**src/rtl/alu16b_issue.sv**
```systemverilog
// Issue/writeback stage around an external combinational ALU: register file,
// single execute register with result forwarding, flags and retire counter.
module alu16b_issue #(
  parameter int DW = 16,
  parameter int AW = 2
) (
  input  logic          clk,
  input  logic          rst_n,
  input  logic          instr_valid,
  output logic          instr_ready,
  input  logic [2:0]    instr_op,
  input  logic [AW-1:0] instr_rd,
  input  logic [AW-1:0] instr_rs1,
  input  logic [AW-1:0] instr_rs2,
  input  logic          ld_en,
  output logic          ld_ready,
  input  logic [AW-1:0] ld_addr,
  input  logic [DW-1:0] ld_data,
  output logic [DW-1:0] alu_a,
  output logic [DW-1:0] alu_b,
  output logic [2:0]    alu_op,
  input  logic [DW-1:0] alu_result,
  input  logic          alu_cout,
  output logic          wb_valid,
  output logic [AW-1:0] wb_addr,
  output logic [DW-1:0] wb_data,
  output logic          flag_c,
  output logic          flag_z,
  output logic [15:0]   op_count,
  input  logic [AW-1:0] rf_raddr,
  output logic [DW-1:0] rf_rdata
);

  localparam int NREG = 1 << AW;

  logic [DW-1:0] rf [NREG];
  logic          e_valid;
  logic [2:0]    e_op;
  logic [AW-1:0] e_rd;
  logic [DW-1:0] e_a;
  logic [DW-1:0] e_b;

  logic          ld_take;
  logic          instr_take;
  logic [DW-1:0] opnd_a;
  logic [DW-1:0] opnd_b;
  logic          carry_op;

  // Handshake decode; a pending load always blocks instruction issue.
  always_comb begin
    ld_ready    = ~e_valid;
    instr_ready = ~ld_en;
    ld_take     = ld_en & ~e_valid;
    instr_take  = instr_valid & ~ld_en;
  end

  // Operand select: the instruction in E writes back at this same edge, so bypass its result.
  always_comb begin
    if (e_valid && (e_rd == instr_rs1)) begin
      opnd_a = alu_result;
    end else begin
      opnd_a = rf[instr_rs1];
    end
    if (e_valid && (e_rd == instr_rs2)) begin
      opnd_b = alu_result;
    end else begin
      opnd_b = rf[instr_rs2];
    end
  end

  // Only ADD and SUB produce a meaningful carry.
  always_comb begin
    case (e_op)
      3'b101:  carry_op = 1'b1;
      3'b110:  carry_op = 1'b1;
      default: carry_op = 1'b0;
    endcase
  end

  // Execute register; fields hold when nothing is issued so the ALU inputs stay stable.
  always_ff @(posedge clk or negedge rst_n) begin
    if (!rst_n) begin
      e_valid <= 1'b0;
      e_op    <= 3'b000;
      e_rd    <= {AW{1'b0}};
      e_a     <= {DW{1'b0}};
      e_b     <= {DW{1'b0}};
    end else begin
      e_valid <= instr_take;
      if (instr_take) begin
        e_op <= instr_op;
        e_rd <= instr_rd;
        e_a  <= opnd_a;
        e_b  <= opnd_b;
      end
    end
  end

  // Register file write port; load and writeback are mutually exclusive through ld_ready.
  always_ff @(posedge clk or negedge rst_n) begin
    if (!rst_n) begin
      for (int i = 0; i < NREG; i++) begin
        rf[i] <= {DW{1'b0}};
      end
    end else if (e_valid) begin
      rf[e_rd] <= alu_result;
    end else if (ld_take) begin
      rf[ld_addr] <= ld_data;
    end
  end

  // Writeback reporting, flags and retire counter.
  always_ff @(posedge clk or negedge rst_n) begin
    if (!rst_n) begin
      wb_valid <= 1'b0;
      wb_addr  <= {AW{1'b0}};
      wb_data  <= {DW{1'b0}};
      flag_c   <= 1'b0;
      flag_z   <= 1'b0;
      op_count <= 16'd0;
    end else if (e_valid) begin
      wb_valid <= 1'b1;
      wb_addr  <= e_rd;
      wb_data  <= alu_result;
      flag_z   <= (alu_result == {DW{1'b0}});
      if (carry_op) begin
        flag_c <= alu_cout;
      end
      op_count <= op_count + 16'd1;
    end else begin
      wb_valid <= 1'b0;
    end
  end

  assign alu_a    = e_a;
  assign alu_b    = e_b;
  assign alu_op   = e_op;
  assign rf_rdata = rf[rf_raddr];

endmodule

```
**config.mk**
```make
export PLATFORM = sky130hd
export DESIGN_NAME = alu16b_issue
export DESIGN_NICKNAME = d
export VERILOG_FILES = /design/src/rtl/alu16b_issue.sv
export SDC_FILE = /design/constraint.sdc
export NUM_CORES = 1
export LEC_CHECK = 0
export ABC_AREA = 1
export CAP_MARGIN = 10
export CORE_MARGIN = 1
export CORE_UTILIZATION = 55
export CTS_BUF_LIST = sky130_fd_sc_hd__clkbuf_8
export DETAILED_ROUTE_END_ITERATION = 6
export GPL_TIMING_DRIVEN = 0
export PLACE_DENSITY = 0.82
export RECOVER_POWER = 50
export SYNTH_ARGS = -nofsm -noshare
export SYNTH_HDL_FRONTEND = slang
export SYNTH_SLANG_ARGS = --single-unit
```
**constraint.sdc**
```tcl
create_clock -name clk -period 1.82 [get_ports clk]
set_input_delay 0.182 -clock clk [delete_from_list [all_inputs] [get_ports clk]]
set_output_delay 0.182 -clock clk [all_outputs]
set_load 0.005 [all_outputs]
```
Word level (Yosys, flattened, before mapping)
Cells that the tools add are included.
- bits in registers: 139
- input bits: 50
- output and inout bits: 90
- logic and storage cells: 65
- add/sub/neg operators: 1
- $lt $le $gt $ge: 7
- equality and inequality tests: 4
- mux-type cells: 21
- bitwise logic cells: 9
- reduce and logical (&&, ||, !) cells: 8
- operators by type and width (cell ; number):
    $mux 16 ; 10
    $bwmux 64 ; 2
    $mux 64 ; 2
    $bmux 16 s2 ; 3
    $demux 16 s2 ; 2
    $add 16x1->16 const B ; 1
    $logic_not 16->1 ; 1
    $ge 3x3->1 const B ; 5
    $not 2->3 ; 5
    $eq 3x3->1 const B ; 2
    $lt 3x1->1 const B ; 2
    $eq 2x2->1 ; 2
    $logic_and 1x1->1 ; 4
    $and 1x1->1 ; 2
    $mux 1 ; 2
    $not 1->1 ; 2
    $reduce_and 2->1 ; 1
    $reduce_bool 2->1 ; 1
    $reduce_or 2->1 ; 1

Longest topological paths before layout
- depth in word-level cells: 8
- mapped depth: 9
- depth with buffers taken out: 8

Worst setup path after synthesis
No wires, ideal clock.
- kind: register to register
- start: reg e_valid
- end: reg rf[21] (netlist name)
- library setup time: 0.119 ns
- arrival time: 1.171 ns
- required time: 1.701 ns
- setup slack: 0.530 ns
- stages on the path, launching flop included: 8
- buffers on the path: 2
- period minus slack after synthesis: 1.290 ns
- cells stage by stage: dfrtp_1 > buf_6 > inv_8 > nand2_4 > o21a_4 > buf_4 > nand2_1 > o21ai_2
- cells in the longest elaborated chain, start to end: 3
- elaborated cells between the ends (all ways): 4
- those cells by class: mux: 1; bitwise: 2; reduce/logical: 1
- RTL lines (what ; RTL line ; RTL):
    start, declared ; 37 ; logic e_valid;
    start signal, assigned ; 89 ; e_valid <= instr_take;
    $not 1->1 ; 53 ; ld_take = ld_en & ~e_valid;
    $and 1x1->1 ; 53 ;
    $reduce_bool 2->1 (no line) ; n/a ;
    end signal, assigned by index ; 103 ; rf[i] <= {DW{1'b0}};
    end signal, assigned by index ; 106 ; rf[e_rd] <= alu_result;
    end signal, assigned by index ; 108 ; rf[ld_addr] <= ld_data;
    end, declared ; 36 ; logic [DW-1:0] rf [NREG];
Parallel ways exist; a longest one is shown, timed or not.
A chain may end at the register's enable or synchronous reset.

Worst setup path in the final report
- start: reg rf[32] (netlist name)
- end: out rf_rdata[0]
- cells in the longest elaborated chain, start to end: 3
- RTL lines (what ; RTL line ; RTL):
    $bmux 16 s2 ; 138 ; assign rf_rdata = rf[rf_raddr];
    $mux 16 (not written as such) (2 in a row) ; 138 ;
    end, declared ; 31 ; output logic [DW-1:0] rf_rdata
Every way passes these cells. The select of a mux whose other input is x is not followed.

==> summary.txt <==
Outcome = finished, violations left
Failing checks = design-rule violations
Clk root buf = clkbuf_8
Worst-path fanout max = 3
Post-synth cell types = 33
Synthesized flop and latch total = 139
Layout cell share with drive strength beyond 1 = 0.1142
Clock Latency Late Sink = 0.47 ns
Top FF cell, synth = dfrtp_1
Residual DRC count = 26
Slew HR = 0.2881
Largest area contributor in the netlist = dfrtp_1
Clock tree from TritonCTS = done
EDFF count, synth = 0
GR Layer Usage met1 = 0.4948
Met2 global-route usage = 0.5534
Post-DR vias/cell = 5.657
Syn_nets = 1,228
Final hold viol count = 0
Pins Over Slew Limit = 0
Type of origin of the critical path = flop
Vias = 8,718
Fillers = 1,236
Worst endpoint required time = 1.64 ns
Vias in the first global route = 8,312
CTS clk-pin slew, worst paths = 0.08 ns
Commonest non-fill, non-tap cell in the layout = nand2_1
CORE AREA = 0.01464 mm2
H-tree level count = 4
Die Wd = 125.0 um
Number of inserted diodes = 0
Area share of the largest cell type after synthesis = 0.4182
Final setup violating endpoints = 0
Ratio of final minimum period to clock period = 0.9672
Power per cell area = 871.6 mW/mm2
Least-Margin Pin Slew = 1.068 ns
Met3 GRT Util = 0.08216
Leak = 4.929 nW
Placer congestion estimate = 0.9832
Non-Filler Instances = 1,541
CTS Sinks = 139
Ys async rst share = 1.000
GRT Resource Usage Total = 0.3607
Worst slack at placement = -0.3731 ns
Hold Path Class = in2reg
Max frequency = 568.1 MHz
Minimum clock period = 1.760 ns
Critical path capture point type = primary output
DIE HEIGHT = 125.0 um
Drt first pass iters = 7
Number of nets in the layout = 1,395
P&R area growth vs syn = 25.27%
YS warnings = 0
Total CTS buffers = 17
Starting Density = 0.5679
Placed Cells = 1,496
Cell area after synthesis = 0.008317 mm2
PnR worst setup slack = 0.05970 ns
Setup CP Type = reg2out
Routed WL = 27,330 um
RSZ-0062 raised after global routing = no
Syn Area/Cell = 7.066 um2
Final instance area = 0.01042 mm2
Initial antenna violation count = 0
Global route overflow = 0
Skew final = 0.01831 ns
Post-Syn Instances = 1,177
First-pass GRT wire length = 43,890 um
VDD IR max = 456.8 uV
Sequential-to-total area share from yosys stat = 0.4182
Worst hold slack = 0.1822 ns
ANT nets after route = 0
Post-place instance area = 0.009917 mm2
Max-Cap Viols = 0
Wire length per cell = 17.74 um
Port bufs = 134
I/O pins = 140
Final Power = 9.081 mW
Busiest grt layer = met2
Largest net degree at the start of global routing = 96
Number of placement rows = 44
Worst Path Arrival = 1.58 ns
CTS Buffer Depth = 2
Die ar. = 0.01562 mm2
Synth area leaders = dfrtp_1 42%, nand2_1 20%, nand3_1 6.3%
Commonest non-fill, non-tap cells in the layout = 453 x nand2_1, 139 x dfrtp_1, 115 x clkdlybuf4s50_1
DPL Wire Length = 20,860 um
DRT iter0 DRCs = 772
per-layer routing:
metal	vias up	share of wire
li1	4173	-
met1	3985	0.44
met2	480	0.43
met3	80	0.095
met4	0	0.036
met5	-	0
flip-flops by register name, indices dropped and copies added, names as in the netlist, 2 cells and up:
signal,cells
op_count,16
rf,64
alu_a,16
e_rd,2
alu_op,3
wb_addr,2
wb_data,16
alu_b,16
power breakdown:
| part | switching, mW | leakage, nW | total [mW] | internal (mW) |
|---|---|---|---|---|
| registers | 0.469 | 1.82 | 4.02 | 3.55 |
| clock network | 1.35 | 0.188 | 2.45 | 1.10 |
| logic | 1.40 | 2.92 | 2.61 | 1.21 |
path summary, 6_finish.rpt:
check / from / end / cells after the start / slack, ns
min: instr_rs1[1] / alu_a[1] / 6 / 0.18
max: rf[32] / rf_rdata[0] / 5 / 0.06
min reg2reg: e_valid / wb_valid / 0 / 0.40
max reg2reg: e_rd[1] / rf[50] / 6 / 0.17
max in group asynchronous: rst_n / rf[1] / 3 / 0.32
min in group asynchronous: rst_n / op_count[9] / 2 / 0.45
metrics by stage:
step | utilization | TNS [ns]
after detailed placement | 0.6772 | -4.871
final | 0.7115 | 0
after floorplan | - | 0
after global placement | 0.6752 | -674.88
after CTS | 0.7122 | 0
after global routing | 0.7115 | 0
kinds of logic (layout without fill, tap and decap cells):
| kind of cell | after synthesis | after routing | share of synthesized area |
|---|---|---|---|
| simple gates | 677 | 677 | 0.3430 |
| compound gates | 185 | 185 | 0.1309 |
| buf+inv | 163 | 343 | 0.09373 |
| flops | 139 | 139 | 0.4182 |
| xor+xnor | 12 | 12 | 0.01264 |
| fa+ha+maj | 1 | 1 | 0.001504 |
worst max-delay path: stages (launching register included):
cell and delay [ns]:
dfrtp_1 0.38, inv_1 0.07, o21ai_0 0.17, a21oi_1 0.06
a21oi_1 0.19, dlygate4sd2_1 0.26
cell type report:
type | instances | area (um2) | share of cell area
inverters | 89 | 355.3 | 0.03411
repair buffers | 150 | 1450 | 0.1392
multi-input cells | 875 | 4078 | 0.3914
well taps | 184 | 230.2 | 0.02210
flip-flops and latches | 139 | 3478 | 0.3339
plain buffers | 72 | 451.7 | 0.04335
clock inverters | 15 | 141.4 | 0.01357
clock buffers | 17 | 234.0 | 0.02246
repair_timing:
item,CTS,global route
resized for setup,35,1
hold endpoints to repair,44,0
buffers inserted,13,1
pin swaps,0,0
hold buffers,1,0
endpoints found under the setup margin,17,1
Yosys cell counts (2+ instances only):
cell type,count
o21ai_1,19
inv_2,4
nand2_2,12
o21ai_0,50
xnor2_1,4
xor2_1,8
a21oi_1,49
o21ai_2,14
buf_2,43
nand3_1,104
o22ai_1,48
inv_4,2
o22ai_4,2
dfrtp_1,139
nand4_1,39
clkbuf_1,10
nand3_4,2
buf_4,9
buf_1,3
nand2_1,452
inv_1,82
nor2_1,63
buf_6,9
Note: power is estimated with default switching activity, not from simulation.
